$ cat src/rtl/mem_io_pkg.sv
// Shared constants for the data-side memory/MMIO unit: RV32 size codes, MMIO map, FSM states.
package mem_io_pkg;

   localparam logic [2:0] F3_LB  = 3'b000;
   localparam logic [2:0] F3_LH  = 3'b001;
   localparam logic [2:0] F3_LW  = 3'b010;
   localparam logic [2:0] F3_LBU = 3'b100;
   localparam logic [2:0] F3_LHU = 3'b101;

   localparam logic [2:0] F3_SB  = 3'b000;
   localparam logic [2:0] F3_SH  = 3'b001;
   localparam logic [2:0] F3_SW  = 3'b010;

   localparam logic [31:0] MMIO_SEG   = 32'h0000_0000;
   localparam logic [31:0] MMIO_UDATA = 32'h0000_0004;
   localparam logic [31:0] MMIO_USTAT = 32'h0000_0008;

   typedef enum logic [1:0] {
      IDLE    = 2'd0,
      RX_WAIT = 2'd1,
      TX_WAIT = 2'd2
   } state_t;

endpackage

$ cat src/rtl/mem_io_unit_load_align.sv
// Load lane selection and sign/zero extension from a 32-bit RAM word.
module mem_load_align
   import mem_io_pkg::*;
(
   input  logic [2:0]  funct3,
   input  logic [1:0]  addr_lo,
   input  logic [31:0] rdata,
   output logic [31:0] data
);

   logic [7:0]  lane_b;
   logic [15:0] lane_h;

   always_comb begin
      lane_b = rdata[{addr_lo, 3'b000} +: 8];
      lane_h = addr_lo[1] ? rdata[31:16] : rdata[15:0];
      case (funct3)
         F3_LB:   data = {{24{lane_b[7]}}, lane_b};
         F3_LBU:  data = {24'b0, lane_b};
         F3_LH:   data = {{16{lane_h[15]}}, lane_h};
         F3_LHU:  data = {16'b0, lane_h};
         default: data = rdata;
      endcase
   end

endmodule

$ cat src/rtl/mem_io_unit.sv
// Data-side RAM + MMIO unit: store lanes, misalign detection, UART status and blocking UART RX/TX.
//
// state   | meaning
// IDLE    | accept loads/stores, single-cycle RAM and MMIO handling
// RX_WAIT | UART data read pending on empty RX FIFO, pipeline stalled
// TX_WAIT | UART data write pending on full TX FIFO, pipeline stalled
module mem_io_unit
   import mem_io_pkg::*;
#(
   parameter int          RAM_AW     = 15,
   parameter int          SEG_W      = 16,
   parameter logic [31:0] SEG_ADDR   = MMIO_SEG,
   parameter logic [31:0] UDATA_ADDR = MMIO_UDATA,
   parameter logic [31:0] USTAT_ADDR = MMIO_USTAT,
   parameter bit          UART_BLOCK = 1'b1
) (
   input  logic              clk,
   input  logic              rst_n,
   input  logic [2:0]        funct3,
   input  logic [31:0]       addr,
   input  logic [31:0]       writedata,
   input  logic              writectrl,
   input  logic              readctrl,
   output logic [31:0]       readdata,
   output logic              stall,
   output logic              misalign,
   input  logic [31:0]       addr_inst,
   output logic [31:0]       readdata_inst,
   output logic [RAM_AW-1:0] ram_addr_a,
   input  logic [31:0]       ram_rdata_a,
   output logic [RAM_AW-1:0] ram_addr_b,
   output logic [31:0]       ram_wdata_b,
   output logic [3:0]        ram_be_b,
   output logic              ram_we_b,
   input  logic [31:0]       ram_rdata_b,
   input  logic [7:0]        rx_data,
   input  logic              rx_empty,
   output logic              rx_rdreq,
   output logic [7:0]        tx_data,
   input  logic              tx_full,
   output logic              tx_wrreq,
   output logic [SEG_W-1:0]  seg_io
);

   state_t      state, state_nx;
   logic        is_seg, is_udata, is_ustat, is_mmio;
   logic        idle, wr_req, rd_req;
   logic        st_mis, ld_mis, mis_nx;
   logic [3:0]  be;
   logic        ld_ram, src_ram;
   logic [2:0]  f3_q;
   logic [1:0]  lo_q;
   logic [31:0] cap_q, cap_nx, align_data;
   logic        cap_en, stall_c, rx_rd_c, tx_wr_c, seg_we;
   logic        unused_addr_inst;

   assign ram_addr_a       = addr_inst[RAM_AW+1:2];
   assign readdata_inst    = ram_rdata_a;
   assign unused_addr_inst = ^{addr_inst[31:RAM_AW+2], addr_inst[1:0]};

   assign is_seg   = (addr == SEG_ADDR);
   assign is_udata = (addr == UDATA_ADDR);
   assign is_ustat = (addr == USTAT_ADDR);
   assign is_mmio  = is_seg | is_udata | is_ustat;

   assign idle   = (state == IDLE);
   assign wr_req = idle & writectrl;
   assign rd_req = idle & readctrl & ~writectrl;

   always_comb begin
      be          = 4'b0000;
      st_mis      = 1'b0;
      ram_wdata_b = writedata;
      case (funct3)
         F3_SB: begin
            be          = 4'b0001 << addr[1:0];
            ram_wdata_b = {4{writedata[7:0]}};
         end
         F3_SH: begin
            be          = addr[1] ? 4'b1100 : 4'b0011;
            st_mis      = addr[0];
            ram_wdata_b = {2{writedata[15:0]}};
         end
         F3_SW: begin
            be     = 4'b1111;
            st_mis = (addr[1:0] != 2'b00);
         end
         default: ;
      endcase
   end

   always_comb begin
      case (funct3)
         F3_LH, F3_LHU: ld_mis = addr[0];
         F3_LW:         ld_mis = (addr[1:0] != 2'b00);
         default:       ld_mis = 1'b0;
      endcase
   end

   assign ram_addr_b = addr[RAM_AW+1:2];
   assign ram_be_b   = be;
   assign ram_we_b   = rst_n & wr_req & ~is_mmio & ~st_mis & (be != 4'b0000);
   assign tx_data    = writedata[7:0];
   assign ld_ram     = rd_req & ~is_mmio & ~ld_mis;
   assign seg_we     = wr_req & is_seg & ~st_mis;
   assign mis_nx     = (wr_req & st_mis) | (rd_req & ld_mis);

   mem_load_align u_align (
      .funct3  (f3_q),
      .addr_lo (lo_q),
      .rdata   (ram_rdata_b),
      .data    (align_data)
   );

   always_comb begin
      state_nx = state;
      stall_c  = 1'b0;
      rx_rd_c  = 1'b0;
      tx_wr_c  = 1'b0;
      cap_en   = 1'b0;
      cap_nx   = 32'h0;
      case (state)
         IDLE: begin
            if (wr_req && is_udata && !st_mis) begin
               if (!tx_full) begin
                  tx_wr_c = 1'b1;
               end else if (UART_BLOCK) begin
                  stall_c  = 1'b1;
                  state_nx = TX_WAIT;
               end
            end else if (rd_req && (is_mmio || ld_mis)) begin
               cap_en = 1'b1;
               if (ld_mis || is_seg) begin
                  cap_nx = 32'h0;
               end else if (is_ustat) begin
                  cap_nx = {30'b0, tx_full, ~rx_empty};
               end else if (!rx_empty) begin
                  rx_rd_c = 1'b1;
                  cap_nx  = {24'b0, rx_data};
               end else if (UART_BLOCK) begin
                  cap_en   = 1'b0;
                  stall_c  = 1'b1;
                  state_nx = RX_WAIT;
               end else begin
                  cap_nx = 32'hFFFF_FFFF;
               end
            end
         end
         RX_WAIT: begin
            stall_c = rx_empty;
            if (!rx_empty) begin
               rx_rd_c  = 1'b1;
               cap_en   = 1'b1;
               cap_nx   = {24'b0, rx_data};
               state_nx = IDLE;
            end
         end
         TX_WAIT: begin
            stall_c = tx_full;
            if (!tx_full) begin
               tx_wr_c  = 1'b1;
               state_nx = IDLE;
            end
         end
         default: state_nx = IDLE;
      endcase
   end

   // Gated by rst_n so a reset mid-wait releases the pipe without waiting for an edge.
   assign stall    = stall_c & rst_n;
   assign rx_rdreq = rx_rd_c & rst_n;
   assign tx_wrreq = tx_wr_c & rst_n;

   // RAM results are folded into cap_q one cycle later so readdata holds while the RAM address moves.
   assign readdata = src_ram ? align_data : cap_q;

   always_ff @(posedge clk or negedge rst_n) begin
      if (!rst_n) begin
         state    <= IDLE;
         misalign <= 1'b0;
         src_ram  <= 1'b0;
         f3_q     <= 3'b0;
         lo_q     <= 2'b0;
         cap_q    <= 32'h0;
         seg_io   <= '0;
      end else begin
         state    <= state_nx;
         misalign <= mis_nx;
         src_ram  <= ld_ram;
         if (ld_ram) begin
            f3_q <= funct3;
            lo_q <= addr[1:0];
         end
         if (src_ram) cap_q <= align_data;
         if (cap_en)  cap_q <= cap_nx;
         if (seg_we)  seg_io <= writedata[SEG_W-1:0];
      end
   end

endmodule
$ cat config.mk
export PLATFORM = sky130hd
export DESIGN_NAME = mem_io_unit
export DESIGN_NICKNAME = d
export VERILOG_FILES = /design/src/rtl/mem_io_pkg.sv /design/src/rtl/mem_io_unit_load_align.sv /design/src/rtl/mem_io_unit.sv
export SDC_FILE = /design/constraint.sdc
export NUM_CORES = 1
export LEC_CHECK = 0
export ABC_AREA = 1
export BUFFER_PORTS_ARGS = -buffer_cell sky130_fd_sc_hd__buf_2
export CAP_MARGIN = 20
export CORE_AREA = 3 3 129 131
export CTS_CLUSTER_SIZE = 10
export DETAILED_ROUTE_END_ITERATION = 7
export DIE_AREA = 0 0 132 134
export PLACE_DENSITY_LB_ADDON = 0.05
export SLEW_MARGIN = 5
export SYNTH_ARGS = -nofsm -noshare
export SYNTH_HDL_FRONTEND = slang
export SYNTH_SLANG_ARGS = --single-unit
$ cat constraint.sdc
create_clock -name clk -period 4.6 [get_ports clk]
set_input_delay 0.46 -clock clk [delete_from_list [all_inputs] [get_ports clk]]
set_output_delay 0.46 -clock clk [all_outputs]
set_load 0.01 [all_outputs]
==> results.sh, run 1 <==
export IMPL_yosysMostFrequentCell="nand2_1"
export IMPL_start_util=0.293
export IMPL_hold_viol=0
export IMPL_clk_pin_slew_worst_paths_ns=0.05
export IMPL_synth_distinct_cells=38
export IMPL_async_flop_share=1.00
export IMPL_crit_path_end_kind="output port"
export IMPL_slew_viol_final=0
export IMPL_synth_seq_cells=57
export IMPL_synth_largest_area_cell="dfrtp_1"
export IMPL_synth_main_ff_cell="dfrtp_1"
export IMPL_grt_usage=0.179
export IMPL_synth_top_cells_by_count="nand2_1, inv_1, buf_4"
export IMPL_powerDensity_nw_per_um2=399
export IMPL_final_seq_area_sq_um=1430
export IMPL_slew_headroom=0.359
export IMPL_yosys_warnings=0
export IMPL_numPortBuffers=224
export IMPL_antenna_left=0
export IMPL_setup_viol=0
export IMPL_critPathArrivalTime_ns=2.45
export IMPL_post_route_period_util=0.633
export IMPL_multi_input_area_sq_um=2090
export IMPL_ir_drop_mv=0.180
export IMPL_synthSimpleGateAreaFrac=0.282
export IMPL_core_sq_um=15700
export IMPL_cts_root_buf="clkbuf_16"
export IMPL_p_leak_nw=3.12
export IMPL_tritoncts="yes"
export IMPL_yosys_top_cells_area="dfrtp_1, nand2_1, buf_4, inv_1, o21ai_0"
export IMPL_skew_ns=0.00964
export IMPL_worst_endpoint_required_ns=4.14
export IMPL_synth_mux_area_frac=0.00217
export IMPL_place_congestion=0.876
export IMPL_max_freq_ghz=0.344
export IMPL_outcome="finished clean"
export IMPL_io_pins=336
export IMPL_antenna_found_initial=2
export IMPL_synth_top_family_by_area="simple AND/OR/NAND/NOR gates"
export IMPL_synth_compound_gate_area_share=0.169
export IMPL_critPathMaxFanout=18
export IMPL_hp_class="in -> async"
export IMPL_finalNetCount=986
export IMPL_wl_per_cell_microns=15.6
export IMPL_synth_top_cell_area_share=0.309
export IMPL_fillers=1771
export IMPL_rows=46
export IMPL_syn_num_nets=849
export IMPL_dieArea_sq_um=17700
export IMPL_placed_cell_area_sq_um=5300
export IMPL_grt_pass1_wl_microns=25000
export IMPL_vias=4619
export IMPL_startpoint_type="flop"
export IMPL_grt_max_degree=58
export IMPL_clk_latency_ns=0.33
export IMPL_vias_per_cell=4.48
export IMPL_die_h_microns=134
export IMPL_r2r_start="state[1]"
export IMPL_synth_xor_area_share=0
export IMPL_postLayoutCellArea_sq_um=5580
export IMPL_max_slew_worst_pin_slew_ns=0.960
export IMPL_clkSinkCount=57
export IMPL_grt_pass1_vias=4617
export IMPL_firstDrtPassIters=4
export IMPL_wl_microns=16000
export IMPL_synth_area_sq_um=4610
export IMPL_drv_cap=0
export IMPL_cts_max_level=3
export IMPL_synth_edf_count=0
export IMPL_critPathKind="reg -> out"
export IMPL_rsz0062_at_grt="no"
export IMPL_synthAdderAreaFrac=0
export IMPL_dpl_hpwl_microns=12500
export IMPL_drtIter0Drc=214
export IMPL_cts_resized_gates=0
export IMPL_numCtsBuffers=9
export IMPL_period_minus_slack_ns=2.91
export IMPL_die_x_microns=132
export IMPL_tns_ns=0
export IMPL_grt_overflow=0
export IMPL_syn_area_per_cell_sq_um=6.86
export IMPL_areaGrowthSynthToFinish_pct=21.0
export IMPL_drcViolationCount=0
export IMPL_cts_setup_buffers=0
export IMPL_synthCells=672
export IMPL_synth_seq_area_share=0.309
export IMPL_ctsHoldBuffers=0
export IMPL_crit_start="lo_q[1]"
export IMPL_clock_path_buffers=2
export IMPL_final_layout_size_suffix_gt1_frac=0.376
-- per-layer routing --
metal	global-route usage	vias to the layer above	share of wire
met3	0.0566	30	0.074
li1	-	2316	-
met4	0.0607	0	0.018
met2	0.307	173	0.50
met1	0.212	2100	0.41
met5	0	-	0
-- logic make-up after synthesis --
kind of cell | count (synthesis)
flops | 57
mux | 1
buf+inv | 198
compound gates | 131
simple gates | 285
-- cell type report --
cell class	instances	share of cell area
Sequential cell	57	0.256
Inverter	97	0.0657
Antenna cell	1	0.000449
Multi-Input combinational cell	417	0.374
Clock inverter	6	0.00763
Clock buffer	10	0.0428
Timing Repair Buffer	227	0.205
Tap cell	216	0.0484
-- placed cells by master, fill, tap and decap left out, types with 9 or more instances in the layout --
| cell | n |
|---|---|
| a21oi_1 | 26 |
| buf_2 | 224 |
| clkbuf_16 | 9 |
| dfrtp_1 | 57 |
| inv_1 | 94 |
| nand2_1 | 162 |
| nand3_1 | 9 |
| nor2_1 | 48 |
| nor2_2 | 25 |
| o211ai_1 | 26 |
| o21ai_0 | 57 |
| or2_2 | 23 |
-- critical path, cell delays in order (launching register included) --
cell and delay, ns:
dfrtp_1 0.69, inv_2 0.14, o21ai_1 0.18, o21ai_1 0.08
inv_1 0.09, nand2_2 0.14, nand2_2 0.11, nand3_4 0.20
o211ai_1 0.17, nand2_1 0.12, inv_1 0.07, buf_2 0.12
-- power by group --
| group | internal (mW) | switching [mW] |
|---|---|---|
| Sequential | 0.650 | 0.0600 |
| Combinational | 0.349 | 0.526 |
| Clock | 0.380 | 0.262 |
| Total | 1.38 | 0.848 |
-- stage by stage --
stage	std cells	setup WS, ns	hold WS, ns	utilization	total power, mW
4_1_cts	1030	1.66	0.377	0.355	2.27
5_1_grt	1030	1.41	0.418	0.355	2.41
2_1_floorplan	672	2.57	0.164	-	1.33
6_report	1031	1.69	0.360	0.355	2.23
3_5_place_dp	1014	1.91	0.474	0.337	1.61
3_3_place_gp	1014	1.86	0.464	0.337	1.60
-- sequential cells by signal, indices dropped and copies added (netlist names) --
register and count:
f3_q 3, lo_q 2, src_ram 1, misalign 1
cap_q 32, seg_io 16, state 2
-- final timing paths --
path,to,slack [ns],cells past startpoint
worst max-delay path,readdata[21],1.69,11
worst min-delay path,cap_q[3],0.36,2
worst max register to register,seg_io[11],2.34,7
worst min register to register,seg_io[9],0.48,2
max in group asynchronous,seg_io[0],3.70,2
min in group clk,f3_q[1],0.39,3
(Power assumes the default switching activity.)
==> run 2, diff against run 1 <==
Settings changed: ABC_AREA 1 to 0.
Clock period 4.6 ns to 2.5 ns, I/O delays scaled along.
==> run 2 against run 1 <==
Compared with the run above: via count shrank 17%; design area shrank 3.9%; first-iteration DRC count shrank 23%; final cell count shrank 22%; clock power grew 140%; die area is the same; synthesized area shrank 10%; critical path depth shrank 5; sequential cell count is the same; utilization shrank 1.4 points; clock skew shrank 0.0034 ns; critical endpoint is now readdata[22]; highest routed layer unchanged.
==> results.sh, run 2 <==
export IMPL_synthAdderAreaFrac=0
export IMPL_cpMaxStageDelayCell="mux4_2"
export IMPL_synth_seq_cells=57
export IMPL_clkSinkCount=57
export IMPL_grt_usage=0.159
export IMPL_whs_ns=0.131
export IMPL_numPortBuffers=224
export IMPL_die_h_microns=134
export IMPL_synth_top_cell_area_share=0.344
export IMPL_placedCellCount=788
export IMPL_yosys_warnings=0
export IMPL_crit_start="lo_q[1]"
export IMPL_synthCells=437
export IMPL_r2r_start="state[0]"
export IMPL_p_sw_frac=0.294
export IMPL_rows=46
export IMPL_setup_viol=0
export IMPL_firstDrtPassIters=6
export IMPL_top_register="cap_q"
export IMPL_path_buf_inv=2
export IMPL_slowest_delay_ns=0.58
export IMPL_crit_chain="mux4_2, nor2_4, a2111oi_4, buf_12, a221o_1, buf_2"
export IMPL_start_util=0.264
export IMPL_p_seq_frac=0.299
export IMPL_place_congestion=0.760
export IMPL_synth_top_cells_by_count="buf_4, dfrtp_1, and2_1"
export IMPL_startpoint_type="flop"
export IMPL_skew_ns=0.00619
export IMPL_reg_top3="cap_q x32, seg_io x16, f3_q x3"
export IMPL_antenna_cells=0
export IMPL_crit_path_end_kind="output port"
export IMPL_largest_reg_flops=32
export IMPL_dieArea_sq_um=17700
export IMPL_fillers=1647
export IMPL_ir_drop_mv=0.313
export IMPL_powerDensity_nw_per_um2=705
export IMPL_vias_per_cell=4.77
export IMPL_p_switching_mw=1.11
export IMPL_post_route_period_util=0.971
export IMPL_synth_top_family_by_area="compound AO/OA/AOI/OAI gates"
export IMPL_clk_latency_ns=0.34
export IMPL_yosysMostFrequentCell="buf_4"
export IMPL_areaGrowthSynthToFinish_pct=29.3
export IMPL_clk_pin_slew_worst_paths_ns=0.06
export IMPL_r2r_slack_ns=0.43
export IMPL_antenna_found_initial=0
export IMPL_critical_path_top_delay_family="multiplexers"
export IMPL_grt_pass1_wl_microns=22000
export IMPL_worst_endpoint_required_ns=2.25
export IMPL_internal_power_mw=2.67
export IMPL_die_x_microns=132
export IMPL_synth_compound_gate_area_share=0.193
export IMPL_synth_main_ff_cell="dfrtp_1"
export IMPL_yosys_top_cells_area="dfrtp_1, buf_4, mux2_1, mux2_2, and2_1"
export IMPL_core_sq_um=15700
export IMPL_finalNetCount=762
export IMPL_grt_overflow=0
export IMPL_cts_root_buf="clkbuf_16"
export IMPL_io_pins=336
export IMPL_cts_max_level=3
export IMPL_synth_edf_count=0
export IMPL_synth_area_sq_um=4140
export IMPL_synth_largest_area_cell="dfrtp_1"
export IMPL_grt_pass1_vias=3879
export IMPL_vias=3845
export IMPL_drtIter0Drc=164
export IMPL_slew_headroom=0.452
export IMPL_dpl_hpwl_microns=11200
export IMPL_final_cell_mix="buf_2, dfrtp_1, and2_1, a21oi_1, nor2_1"
export IMPL_numCtsBuffers=9
export IMPL_hold_viol=0
export IMPL_syn_area_per_cell_sq_um=9.48
export IMPL_outcome="finished clean"
export IMPL_pre_cts_slack_ns=0.0928
export IMPL_p_total_mw=3.78
export IMPL_layout_cells_non_filler=806
export IMPL_final_layout_size_suffix_gt1_frac=0.483
export IMPL_grt_max_degree=55
export IMPL_max_slew_worst_pin_slew_ns=0.819
export IMPL_layout_setup_ws_ns=0.0725
export IMPL_wl_per_cell_microns=18.0
export IMPL_synthSimpleGateAreaFrac=0.149
export IMPL_critPathKind="reg -> out"
export IMPL_critPathArrivalTime_ns=2.18
export IMPL_period_minus_slack_ns=2.43
export IMPL_rsz0062_at_grt="no"
export IMPL_drv_cap=0
export IMPL_hp_class="in -> reg"
export IMPL_tritoncts="yes"
export IMPL_clockPowerShare=0.404
export IMPL_critPathMaxFanout=16
export IMPL_wl_microns=14500
export IMPL_async_flop_share=1.00
export IMPL_p_leak_nw=2.78
export IMPL_synth_xor_area_share=0
export IMPL_synth_seq_area_share=0.344
export IMPL_hold_start="rx_data[3]"
export IMPL_drcViolationCount=0
export IMPL_synth_distinct_cells=56
export IMPL_layout_commonest_cell="buf_2"
export IMPL_clock_path_buffers=2
export IMPL_slew_viol_final=0
export IMPL_max_freq_ghz=0.412
export IMPL_p_comb_frac=0.297
export IMPL_tns_ns=0
export IMPL_syn_num_nets=614
export IMPL_antenna_left=0
export IMPL_synth_mux_area_frac=0.130
run 2: cell types whose count changed in the layout (fill, tap and decap cells not counted), moves of 20 or more:
cell and delta:
nor2_1 -27, and2_1 +28, nor2_2 -25, inv_1 -80, nand2_1 -149, or2_2 -23, o21ai_0 -48, mux2_1 +20
run 2: routing by layer:
layer,GRT usage,up-vias,wire length (microns)
met5,0,-,0
met4,0.0560,0,243
met3,0.0491,25,1100
met2,0.270,190,7230
met1,0.192,1833,5950
li1,-,1797,-
run 2: final cells by class:
class                      instances  area (sq um)  share of cell area
sequential                        57          1430               0.266
clock buffer                      10           229              0.0427
clock inverter                     6           130              0.0243
timing repair buffer             239          1260               0.235
tap                              216           270              0.0504
inverter                          16          60.1              0.0112
multi-input combinational        262          1980               0.370
run 2: per-stage QoR:
stage / util / cell area [sq um]
after global routing: 0.341 / 5360
after floorplan: - / 4140
final: 0.341 / 5360
after global placement: 0.315 / 4950
after CTS: 0.340 / 5340
after detailed placement: 0.315 / 4950
run 2: kinds of logic after synthesis:
logic type,count (synthesis)
AOI/OAI and AO/OA,105
buffers and inverters,118
DFF,57
muxes,48
and+or+nand+nor,109
run 2: worst paths after layout:
path	cells past startpoint	to
max	6	readdata[22]
min	2	cap_q[3]
max reg2reg	5	cap_q[22]
min reg2reg	1	seg_io[8]
max in group asynchronous	3	f3_q[2]
min in group asynchronous	2	state[1]
run 2: timing repair:
action                                 CTS  global route
setup endpoints to repair               16             8
pin swaps                                1             0
buffers inserted                         1             0
hold buffers                             1             0
endpoints found under the hold margin    3             0
gates resized for setup                  0             4
run 2: power by group through the flow:
stage	Clock [mW]	Sequential (mW)	Combinational, mW
finish	1.53	1.13	1.12
global route	1.60	1.15	1.23
CTS	1.56	1.13	1.14
detailed placement	0	1.15	1.13
global placement	0	1.14	1.13
floorplan	0	1.13	0.770
==> run 3, diff against run 2 <==
Settings changed: CORE_AREA 3 3 129 131 to 3 3 131 133, CTS_BUF_LIST from default to sky130_fd_sc_hd__clkbuf_4, DIE_AREA 0 0 132 134 to 0 0 134 136, PLACE_DENSITY from default to 0.64, PLACE_DENSITY_LB_ADDON 0.05 to default.
==> run 3 against run 2 <==
Compared with the run above: first-iteration DRC count is 19% lower; largest power group is now combinational logic; sequential share of layout area grew 0.78 points; global-route usage decreased by 0.30 points; combinational power increased by 4%; highest routed layer is now met5; fmax decreased by 1.6%; largest cell class unchanged.
==> results.sh, run 3 (synthesis results as in run 2) <==
export IMPL_whs_ns=0.0591
export IMPL_cts_root_buf="clkbuf_4"
export IMPL_grt_usage=0.156
export IMPL_worst_r2r_path_depth=5
export IMPL_tritoncts="yes"
export IMPL_wl_per_cell_microns=17.7
export IMPL_slew_viol_final=0
export IMPL_startpoint_type="flop"
export IMPL_grt_pass1_wl_microns=21900
export IMPL_die_h_microns=136
export IMPL_critPathArrivalTime_ns=2.22
export IMPL_critPathMaxFanout=16
export IMPL_r2r_slack_ns=0.40
export IMPL_worst_endpoint_required_ns=2.25
export IMPL_antenna_left=0
export IMPL_clkSinkCount=57
export IMPL_post_route_period_util=0.987
export IMPL_tns_ns=0
export IMPL_hp_class="in -> reg"
export IMPL_drcViolationCount=0
export IMPL_vias_per_cell=4.72
export IMPL_antenna_found_initial=3
export IMPL_largest_reg_flops=32
export IMPL_drtIter0Drc=133
export IMPL_critPathKind="reg -> out"
export IMPL_reg_top3="cap_q x32, seg_io x16, f3_q x3"
export IMPL_max_freq_ghz=0.405
export IMPL_vias=3852
export IMPL_p_total_mw=2.89
export IMPL_hold_depth=2
export IMPL_setup_viol=0
export IMPL_numPortBuffers=224
export IMPL_hold_viol=0
export IMPL_max_slew_worst_pin_slew_ns=0.961
export IMPL_layout_cells_non_filler=816
export IMPL_grt_overflow=0
export IMPL_final_layout_size_suffix_gt1_frac=0.485
export IMPL_ir_drop_mv=0.322
export IMPL_io_pins=336
export IMPL_rsz0062_at_grt="yes"
export IMPL_final_seq_area_sq_um=1430
export IMPL_dieArea_sq_um=18200
export IMPL_slew_headroom=0.357
export IMPL_skew_ns=0.0197
export IMPL_die_x_microns=134
export IMPL_wl_microns=14400
export IMPL_grt_pass1_vias=3880
export IMPL_p_leak_nw=2.70
export IMPL_grt_max_degree=40
export IMPL_powerDensity_nw_per_um2=555
export IMPL_firstDrtPassIters=5
export IMPL_place_congestion=0.823
export IMPL_clk_pin_slew_worst_paths_ns=0.12
export IMPL_start_util=0.260
export IMPL_cts_max_level=3
export IMPL_fillers=1731
export IMPL_rows=46
export IMPL_final_cell_mix="buf_2, dfrtp_1, and2_1, a21oi_1"
export IMPL_finalNetCount=770
export IMPL_areaGrowthSynthToFinish_pct=25.8
export IMPL_outcome="finished clean"
export IMPL_drv_cap=0
export IMPL_core_sq_um=15900
export IMPL_period_minus_slack_ns=2.47
export IMPL_top_register="cap_q"
export IMPL_clock_path_buffers=2
export IMPL_crit_path_end_kind="output port"
export IMPL_multi_input_area_sq_um=1980
export IMPL_clk_latency_ns=0.43
export IMPL_numCtsBuffers=9
export IMPL_dpl_hpwl_microns=11400
export IMPL_layout_commonest_cell="buf_2"
export IMPL_placedCellCount=789
[run 3: changes by cell type in the layout (fill, tap and decap cells not counted), sizes merged]
| cell | delta |
|---|---|
| clkinvlp | +1 |
| bufinv | -4 |
| clkinv | +4 |
| dlygate4sd3 | +6 |
| clkbuf | -1 |
| buf | +2 |
| diode | +2 |
[run 3: per-stage QoR]
step / utilization / worst slack [ns] / area, sq um
after CTS: 0.326 / -0.0200 / 5190
after global routing: 0.327 / -0.107 / 5210
after detailed placement: 0.310 / 0.233 / 4950
after floorplan: - / 0.607 / 4140
final: 0.327 / 0.0321 / 5210
after global placement: 0.310 / 0.257 / 4950
[run 3: repair_timing]
| action | CTS | global route |
|---|---|---|
| setup buffers | 2 | 0 |
| gates resized for setup | 6 | 3 |
| setup endpoints to repair | 19 | 28 |
| hold buffers | 7 | 0 |
| pin swaps | 1 | 0 |
| endpoints found under the hold margin | 24 | 0 |
[run 3: worst max-delay path: stages (launching register included)]
cell       delay, ns
dfrtp_1         0.41
mux4_2          0.56
nor2_4          0.13
a2111oi_4       0.06
buf_12          0.17
a221o_1         0.29
buf_2           0.15
[run 3: layer usage]
metal	vias to the layer above	GRT usage	part of all wire
met5	-	0	0.00090
met4	2	0.0469	0.016
met3	24	0.0585	0.079
met2	167	0.273	0.50
met1	1834	0.179	0.40
li1	1825	-	-
[run 3: layout make-up]
type,count,share of cell area
inverter,16,0.0115
antenna,2,0.000960
clock inverter,7,0.00912
multi-input combinational,262,0.381
timing repair buffer,247,0.259
clock buffer,9,0.0130
sequential,57,0.274
tap,216,0.0519
[run 3: report_power, final]
part           internal, mW  total, mW  switching, mW
logic                 0.553       1.16          0.606
clock network         0.201      0.600          0.398
registers              1.07       1.14         0.0624
total                  1.83       2.89           1.07
[run 3: worst paths after layout]
kind | startpoint | end
max in group asynchronous | rst_n | f3_q[0]
min reg2reg | seg_io[3] | seg_io[3]
min in group asynchronous | rst_n | seg_io[15]
max reg2reg | state[0] | cap_q[17]
max | lo_q[1] | readdata[27]
min | writedata[9] | seg_io[9]
